`src/rtl/demux_deser.sv`:
```
// demux_deser: serial-to-parallel distributor.
// Accepts one bit per cycle, steers it to bit position SEL of an assembly
// register, and hands completed words to a double-buffered output stage.
// Bit k of a word (k-th accepted bit) lands in Z[k].
module demux_deser #(
  parameter  int N_BITS = 64,
  localparam int SEL_W  = $clog2(N_BITS)
) (
  input  logic              clk,
  input  logic              rst_n,
  input  logic              I,
  input  logic              I_VALID,
  output logic              I_READY,
  input  logic              CLR,
  output logic [SEL_W-1:0]  SEL,
  output logic [N_BITS-1:0] Z,
  output logic              Z_VALID,
  input  logic              Z_READY
);

  // Assembly register holds bits 0..N_BITS-2; the final bit goes straight
  // into Z together with them, so bit N_BITS-1 never needs storage here.
  logic [N_BITS-2:0] asm_q;
  // Low during reset and for the first edge after release, keeping I_READY
  // low until the block has seen a clock.
  logic              live_q;
  logic              last_pos;
  logic              accept;
  logic              consume;

  assign last_pos = (SEL == SEL_W'(N_BITS - 1));
  // Only the completing bit waits on an unconsumed output word.
  assign I_READY  = live_q && !CLR && (!last_pos || !Z_VALID || Z_READY);
  assign accept   = I_VALID && I_READY;
  assign consume  = Z_VALID && Z_READY;

  // Arm the input side on the first clock after reset release.
  always_ff @(posedge clk or negedge rst_n) begin
    if (!rst_n) begin
      live_q <= 1'b0;
    end else begin
      live_q <= 1'b1;
    end
  end

  // Position counter and assembly register; CLR discards the partial word.
  always_ff @(posedge clk or negedge rst_n) begin
    if (!rst_n) begin
      SEL   <= '0;
      asm_q <= '0;
    end else if (CLR) begin
      SEL   <= '0;
      asm_q <= '0;
    end else if (accept) begin
      if (last_pos) begin
        SEL   <= '0;
        asm_q <= '0;
      end else begin
        SEL <= SEL + SEL_W'(1);
        for (int k = 0; k < N_BITS - 1; k++) begin
          if (SEL == SEL_W'(k)) begin
            asm_q[k] <= I;
          end
        end
      end
    end
  end

  // Output word stage: load on completion (even while being consumed, so
  // back-to-back words see no bubble), otherwise drop valid on consumption.
  always_ff @(posedge clk or negedge rst_n) begin
    if (!rst_n) begin
      Z       <= '0;
      Z_VALID <= 1'b0;
    end else if (accept && last_pos) begin
      Z       <= {I, asm_q};
      Z_VALID <= 1'b1;
    end else if (consume) begin
      Z_VALID <= 1'b0;
    end
  end

endmodule

```
`config.mk`:
```
export PLATFORM = sky130hd
export DESIGN_NAME = demux_deser
export DESIGN_NICKNAME = d
export VERILOG_FILES = /design/src/rtl/demux_deser.sv
export SDC_FILE = /design/constraint.sdc
export NUM_CORES = 1
export LEC_CHECK = 0
export ABC_AREA = 0
export CAP_MARGIN = 20
export CORE_MARGIN = 3
export CORE_UTILIZATION = 55
export CTS_CLUSTER_DIAMETER = 30
export CTS_CLUSTER_SIZE = 24
export DETAILED_ROUTE_END_ITERATION = 8
export PLACE_DENSITY = 0.79
export RECOVER_POWER = 25
export SLEW_MARGIN = 20
export SYNTH_ARGS = -nofsm -noshare
export SYNTH_HDL_FRONTEND = slang
export SYNTH_SLANG_ARGS = --single-unit
export TNS_END_PERCENT = 100
```
`constraint.sdc`:
```
create_clock -name clk -period 2.5 [get_ports clk]
set_clock_uncertainty 0.1 [all_clocks]
set_input_delay 0.5 -clock clk [delete_from_list [all_inputs] [get_ports clk]]
set_output_delay 0.5 -clock clk [all_outputs]
set_load 0.02 [all_outputs]
```
==> metrics.md, run 1 <==
| Metric | Value |
|---|---|
| Mapped Area | `6070 um^2` |
| Leakage | `3.43 nW` |
| Fmax | `0.418 GHz` |
| Commonest cells post-synth | `dfrtp_1 (135), o21ai_0 (117), mux2_2 (69)` |
| Most frequent cell after synthesis | `dfrtp_1` |
| Final Hold Viols | `0` |
| Largest area contributor in the netlist | `dfrtp_1` |
| Final HPWL DP | `10900 um` |
| Clock-pin slew of the registers on the worst-case setup and hold paths | `60 ps` |
| Worst Setup End Kind | `output port` |
| Wire length on met2 | `8190 um` |
| # rows | `37` |
| I/O pin cnt | `78` |
| Critical Path AT | `1790 ps` |
| Min Tclk post-route | `2390 ps` |
| Cell Count, Final, Fillers Out | `758` |
| Max cap viols | `0` |
| Slew margin rel. | `0.256` |
| Synth warn | `0` |
| Register bit total from synthesis | `135` |
| Wire per inst | `22.5 um` |
| Initial antenna violation count | `1` |
| Synth top area share | `0.557` |
| Dominant synthesized flop cell | `dfrtp_1` |
| DRC | `0` |
| Starting density of the core | `0.577` |
| Die ar. | `12300 um^2` |
| Clock root buffer | `clkbuf_8` |
| GRT overflow | `0` |
| RSZ-0062 raised after global routing | `false` |
| Post-synth EDFFs | `0` |
| Wire length on met1 | `6520 um` |
| Drt total wl | `17100 um` |
| Worst Max-Slew Pin Slew | `1120 ps` |
| Endpoints failing setup | `0` |
| Layout area overhead | `25.9%` |
| Worst setup margin | `105 ps` |
| Setup bufs post-CTS | `0` |
| Hold Slack | `301 ps` |
| Width of the die | `111 um` |
| Die height | `111 um` |
| DR WL met3 | `1570 um` |
| Placed cells | `725` |
| Post-synth cell types | `33` |
| Maximum VDD drop | `0.499 mV` |
| Worst setup SP type | `register` |
| Via count | `5002` |
| Max layer used | `met5` |
| Cells after Synth | `531` |
| Fin crit share | `0.958` |
| Antenna diodes | `0` |
| Worst-Skew Late Latency | `530 ps` |
| H-tree Lvls | `4` |
| Dpl ws | `-9.49 ps` |
| Top post-synthesis cells by area | `dfrtp_1 (56%), mux2_2 (13%), o21ai_0 (9.7%), a221oi_1 (8.4%), clkbuf_1 (2.4%)` |
| GRT Util Overall | `0.281` |
| Post-synthesis sequential area ratio | `0.557` |
| Syn avg cell area | `11.4 um^2` |
| Setup_tns | `0 ps` |
| Sink Count | `135` |
| Placer Congestion | `0.914` |
| First-pass GRT wire length | `27100 um` |
| DP Area | `7040 um^2` |
| Layout cell share with drive strength beyond 1 | `0.225` |
| Crit path max fanout | `23` |
| CTS tree | `done` |
| Clock buffer depth | `2` |
| Core area | `10500 um^2` |
| CTS buffer count | `17` |
| Net Count, Synth | `541` |
| Vias in the first global route | `5023` |
| Fin area | `7640 um^2` |
| 1st-iter DRT viols | `602` |
| Outcome | `completed` |
| Critical path class | `register to output port` |
| Cell Pwr Density | `656 nW/um^2` |
| ANT nets after route | `0` |
| Largest net degree at the start of global routing | `66` |
| DR pass1 iterations | `7` |
| Tightest Hold Check Type | `input pin to register` |
| Vias/cell | `6.60` |
| Max Slew Vio Count | `0` |
| Fraction of registers with async set/reset | `1.00` |
| Port Buf Inserts | `77` |
| Data required time of the worst path | `1900 ps` |
| Nets | `619` |
registers in the layout (all words and copies together) (netlist names):
signal / flops
asm_q: 63
Z: 64
Z_VALID: 1
live_q: 1
SEL: 6
critical path, stage by stage, from the launching register on:
cell and delay, ps:
dfrtp_1 360, buf_4 260, clkdlybuf4s50_1 650
repair_timing:
| action | 4_1_cts | 5_1_grt |
|---|---|---|
| resized for setup | 3 | 2 |
| hold buffers | 1 | 0 |
| hold endpoints to repair | 40 | 0 |
| setup endpoints to repair | 1 | 1 |
cell families after synthesis:
family	Yosys count	share of synthesized area
compound gates	191	0.196
xor+xnor	1	0.00144
fa+ha+maj	4	0.00825
buf+inv	59	0.0448
flops	135	0.557
mux	69	0.128
other cells	1	0.000618
simple gates	71	0.0642
layer usage:
metal  up-vias  track usage
met5         -            0
met4         2        0.135
met3        72       0.0857
met2       305        0.443
met1      2468        0.357
li1       2155            -
worst paths after layout:
check	cells after the start	slack (ps)	from	end
hold reg to reg	1	400	asm_q[9]	Z[9]
setup / recovery	2	110	SEL[2]	SEL[2]
min in group asynchronous	2	620	rst_n	Z[25]
hold / removal	3	300	CLR	SEL[4]
max in group asynchronous	3	420	rst_n	SEL[0]
setup reg to reg	7	160	SEL[0]	asm_q[33]
per-stage QoR:
step	total power [mW]	utilization
after global routing	5.16	0.727
after detailed placement	2.49	0.670
after CTS	5.03	0.730
after global placement	2.48	0.670
final	5.01	0.727
after floorplan	2.36	-
final cells by class:
| cell class | instances | area (um^2) |
|---|---|---|
| timing repair buffer | 113 | 1030 |
| tap | 136 | 170 |
| clock inverter | 10 | 143 |
| inverter | 5 | 18.8 |
| fill | 707 | 2870 |
| multi-input combinational | 337 | 2420 |
| clock buffer | 22 | 473 |
| sequential | 135 | 3380 |
power breakdown:
group	switching (mW)	internal (mW)	total, mW	leakage, nW
clock network	0.929	1.63	2.56	0.290
registers	0.00734	2.20	2.21	1.88
logic	0.164	0.0807	0.244	1.26
total	1.10	3.91	5.01	3.43
layout by cell type, fill, tap and decap left out, types with 5 or more instances in the layout:
cell type	n
nand2_1	22
clkbuf_16	16
nor2b_1	5
inv_1	5
dfrtp_1	135
a21oi_1	9
and3_1	5
a221oi_1	58
and3b_1	9
clkdlybuf4s50_1	74
clkbuf_8	5
buf_4	30
o21ai_0	117
mux2_2	69
nor2_1	9
nand3_1	5
Power figures use the tool's default switching activity.
==> inputs of run 2 (changes only) <==
--- a/config.mk
+++ b/config.mk
@@ -7,6 +7,7 @@
 export LEC_CHECK = 0
 export ABC_AREA = 0
 export CAP_MARGIN = 20
+export CORE_ASPECT_RATIO = 1.75
 export CORE_MARGIN = 3
 export CORE_UTILIZATION = 55
 export CTS_CLUSTER_DIAMETER = 30
==> metrics.md, run 2 (same netlist as run 1, synthesis figures left out) <==
| Metric | Value |
|---|---|
| # rows | `50` |
| Gate power share | `0.047` |
| Nets | `619` |
| Width of the die | `85.4 um` |
| Placer Congestion | `0.871` |
| Area of the multi-input gates | `2430 um^2` |
| Clock-pin slew of the registers on the worst-case setup and hold paths | `60 ps` |
| Critical Path AT | `1810 ps` |
| Largest reg by FF count | `Z` |
| Critical path class | `register to output port` |
| RSZ-0062 raised after global routing | `false` |
| Core area | `10800 um^2` |
| DR pass1 iterations | `6` |
| Min Tclk post-route | `2410 ps` |
| Die ar. | `12400 um^2` |
| Seq pwr share | `0.432` |
| Layout cell share with drive strength beyond 1 | `0.228` |
| Vias/cell | `6.54` |
| Worst setup SP type | `register` |
| Sw Share | `0.216` |
| Slowest cell on crit path | `dfrtp_1` |
| CTS tree | `done` |
| Sink Count | `135` |
| Fin crit share | `0.963` |
| Leakage | `3.47 nW` |
| Register area | `3380 um^2` |
| I/O pin cnt | `78` |
| Outcome | `completed` |
| Setup_tns | `0 ps` |
| Most used cell along the critical path | `and3_1` |
| Clock root buffer | `clkbuf_16` |
| CTS buffer count | `17` |
| Slew margin rel. | `0.288` |
| Worst-Skew Late Latency | `410 ps` |
| Worst path max stage delay | `390 ps` |
| Fillers | `770` |
| Clk pwr share | `0.521` |
| DRC | `0` |
| Via count | `4915` |
| Worst Setup End Kind | `output port` |
| Leading cell types in the layout, fill and taps excluded | `dfrtp_1 (135), o21ai_0 (117), clkdlybuf4s50_1 (74)` |
| Clock buffer depth | `2` |
| Starting density of the core | `0.564` |
| Commonest non-fill, non-tap cell in the layout | `dfrtp_1` |
| GRT overflow | `0` |
| Largest net degree at the start of global routing | `66` |
| H-tree Lvls | `4` |
| Initial antenna violation count | `0` |
| GRT Util Overall | `0.285` |
| Data required time of the worst path | `1900 ps` |
| Die height | `145 um` |
| Antenna diodes | `0` |
| Drt total wl | `16900 um` |
| Wire per inst | `22.5 um` |
| Fmax | `0.415 GHz` |
| Maximum VDD drop | `0.542 mV` |
| Worst Max-Slew Pin Slew | `1070 ps` |
| NetSw | `1.11 mW` |
| Layout area overhead | `26.3%` |
| Max cap viols | `0` |
| Cell Pwr Density | `667 nW/um^2` |
| 1st-iter DRT viols | `449` |
| Largest regs | `Z x64, asm_q x63, SEL x6` |
| Final Hold Viols | `0` |
| Crit path max fanout | `3` |
| Setup bufs post-CTS | `0` |
| Endpoints failing setup | `0` |
| Vias in the first global route | `4899` |
| ANT nets after route | `0` |
| Tightest Hold Check Type | `register to register` |
| Int Power | `4.00 mW` |
| Max Slew Vio Count | `0` |
| Critical-path cell list | `ha_1 > and3_1 > nand3_1 > and3_1 > dlygate4sd2_1` |
| Final HPWL DP | `11000 um` |
| First-pass GRT wire length | `27100 um` |
| Number of flip-flops in the largest register | `64` |
| Port Buf Inserts | `77` |
| Hold Slack | `398 ps` |
run 2: critical path: cells and delay by family (launching register included):
family / cells / cell delay [ps]
simple gates: 3 / 460
flops: 1 / 390
buf+inv: 1 / 330
fa+ha+maj: 1 / 210
run 2: final cells by class:
cell class | instances | area share
multi-input combinational | 337 | 0.317
clock inverter | 12 | 0.0225
clock buffer | 20 | 0.0596
tap | 130 | 0.0212
inverter | 5 | 0.00245
sequential | 135 | 0.441
timing repair buffer | 113 | 0.136
run 2: power groups by stage:
stage / sequential (mW) / clock (mW) / combinational, mW
detailed placement: 2.25 / 0 / 0.239
floorplan: 2.25 / 0 / 0.108
finish: 2.21 / 2.66 / 0.241
CTS: 2.21 / 2.68 / 0.244
global route: 2.21 / 2.80 / 0.265
global placement: 2.24 / 0 / 0.234
run 2: per-layer routing:
| metal | global-route usage | wire length, um |
|---|---|---|
| met5 | 0 | 0 |
| met4 | 0.152 | 1040 |
| met3 | 0.0750 | 1230 |
| met2 | 0.458 | 8580 |
| met1 | 0.345 | 6070 |
run 2: through the flow:
stage / cells / util / power [mW] / setup WS [ps] / area (um^2)
floorplan: 531 / - / 2.36 / 114 / 6070
global placement: 719 / 0.654 / 2.48 / 70.0 / 7030
detailed placement: 719 / 0.654 / 2.48 / 41.7 / 7030
CTS: 752 / 0.713 / 5.13 / 93.5 / 7670
global route: 752 / 0.712 / 5.27 / 5.07 / 7660
finish: 752 / 0.712 / 5.11 / 92.7 / 7660
run 2: path summary, 6_finish.rpt:
| kind | from | end | slack (ps) | depth (start not counted) |
|---|---|---|---|---|
| setup / recovery | SEL[0] | I_READY | 90 | 5 |
| hold / removal | asm_q[5] | Z[5] | 400 | 1 |
| setup reg to reg | SEL[0] | asm_q[47] | 190 | 6 |
| hold reg to reg | asm_q[5] | Z[5] | 400 | 1 |
| max in group asynchronous | rst_n | asm_q[15] | 440 | 3 |
| min in group asynchronous | rst_n | asm_q[36] | 720 | 2 |
run 2: timing repair:
item,4_1_cts,5_1_grt
hold endpoints to repair,5,0
hold buffers,1,0
resized for setup,1,1
endpoints found under the setup margin,1,1
cloned,0,0
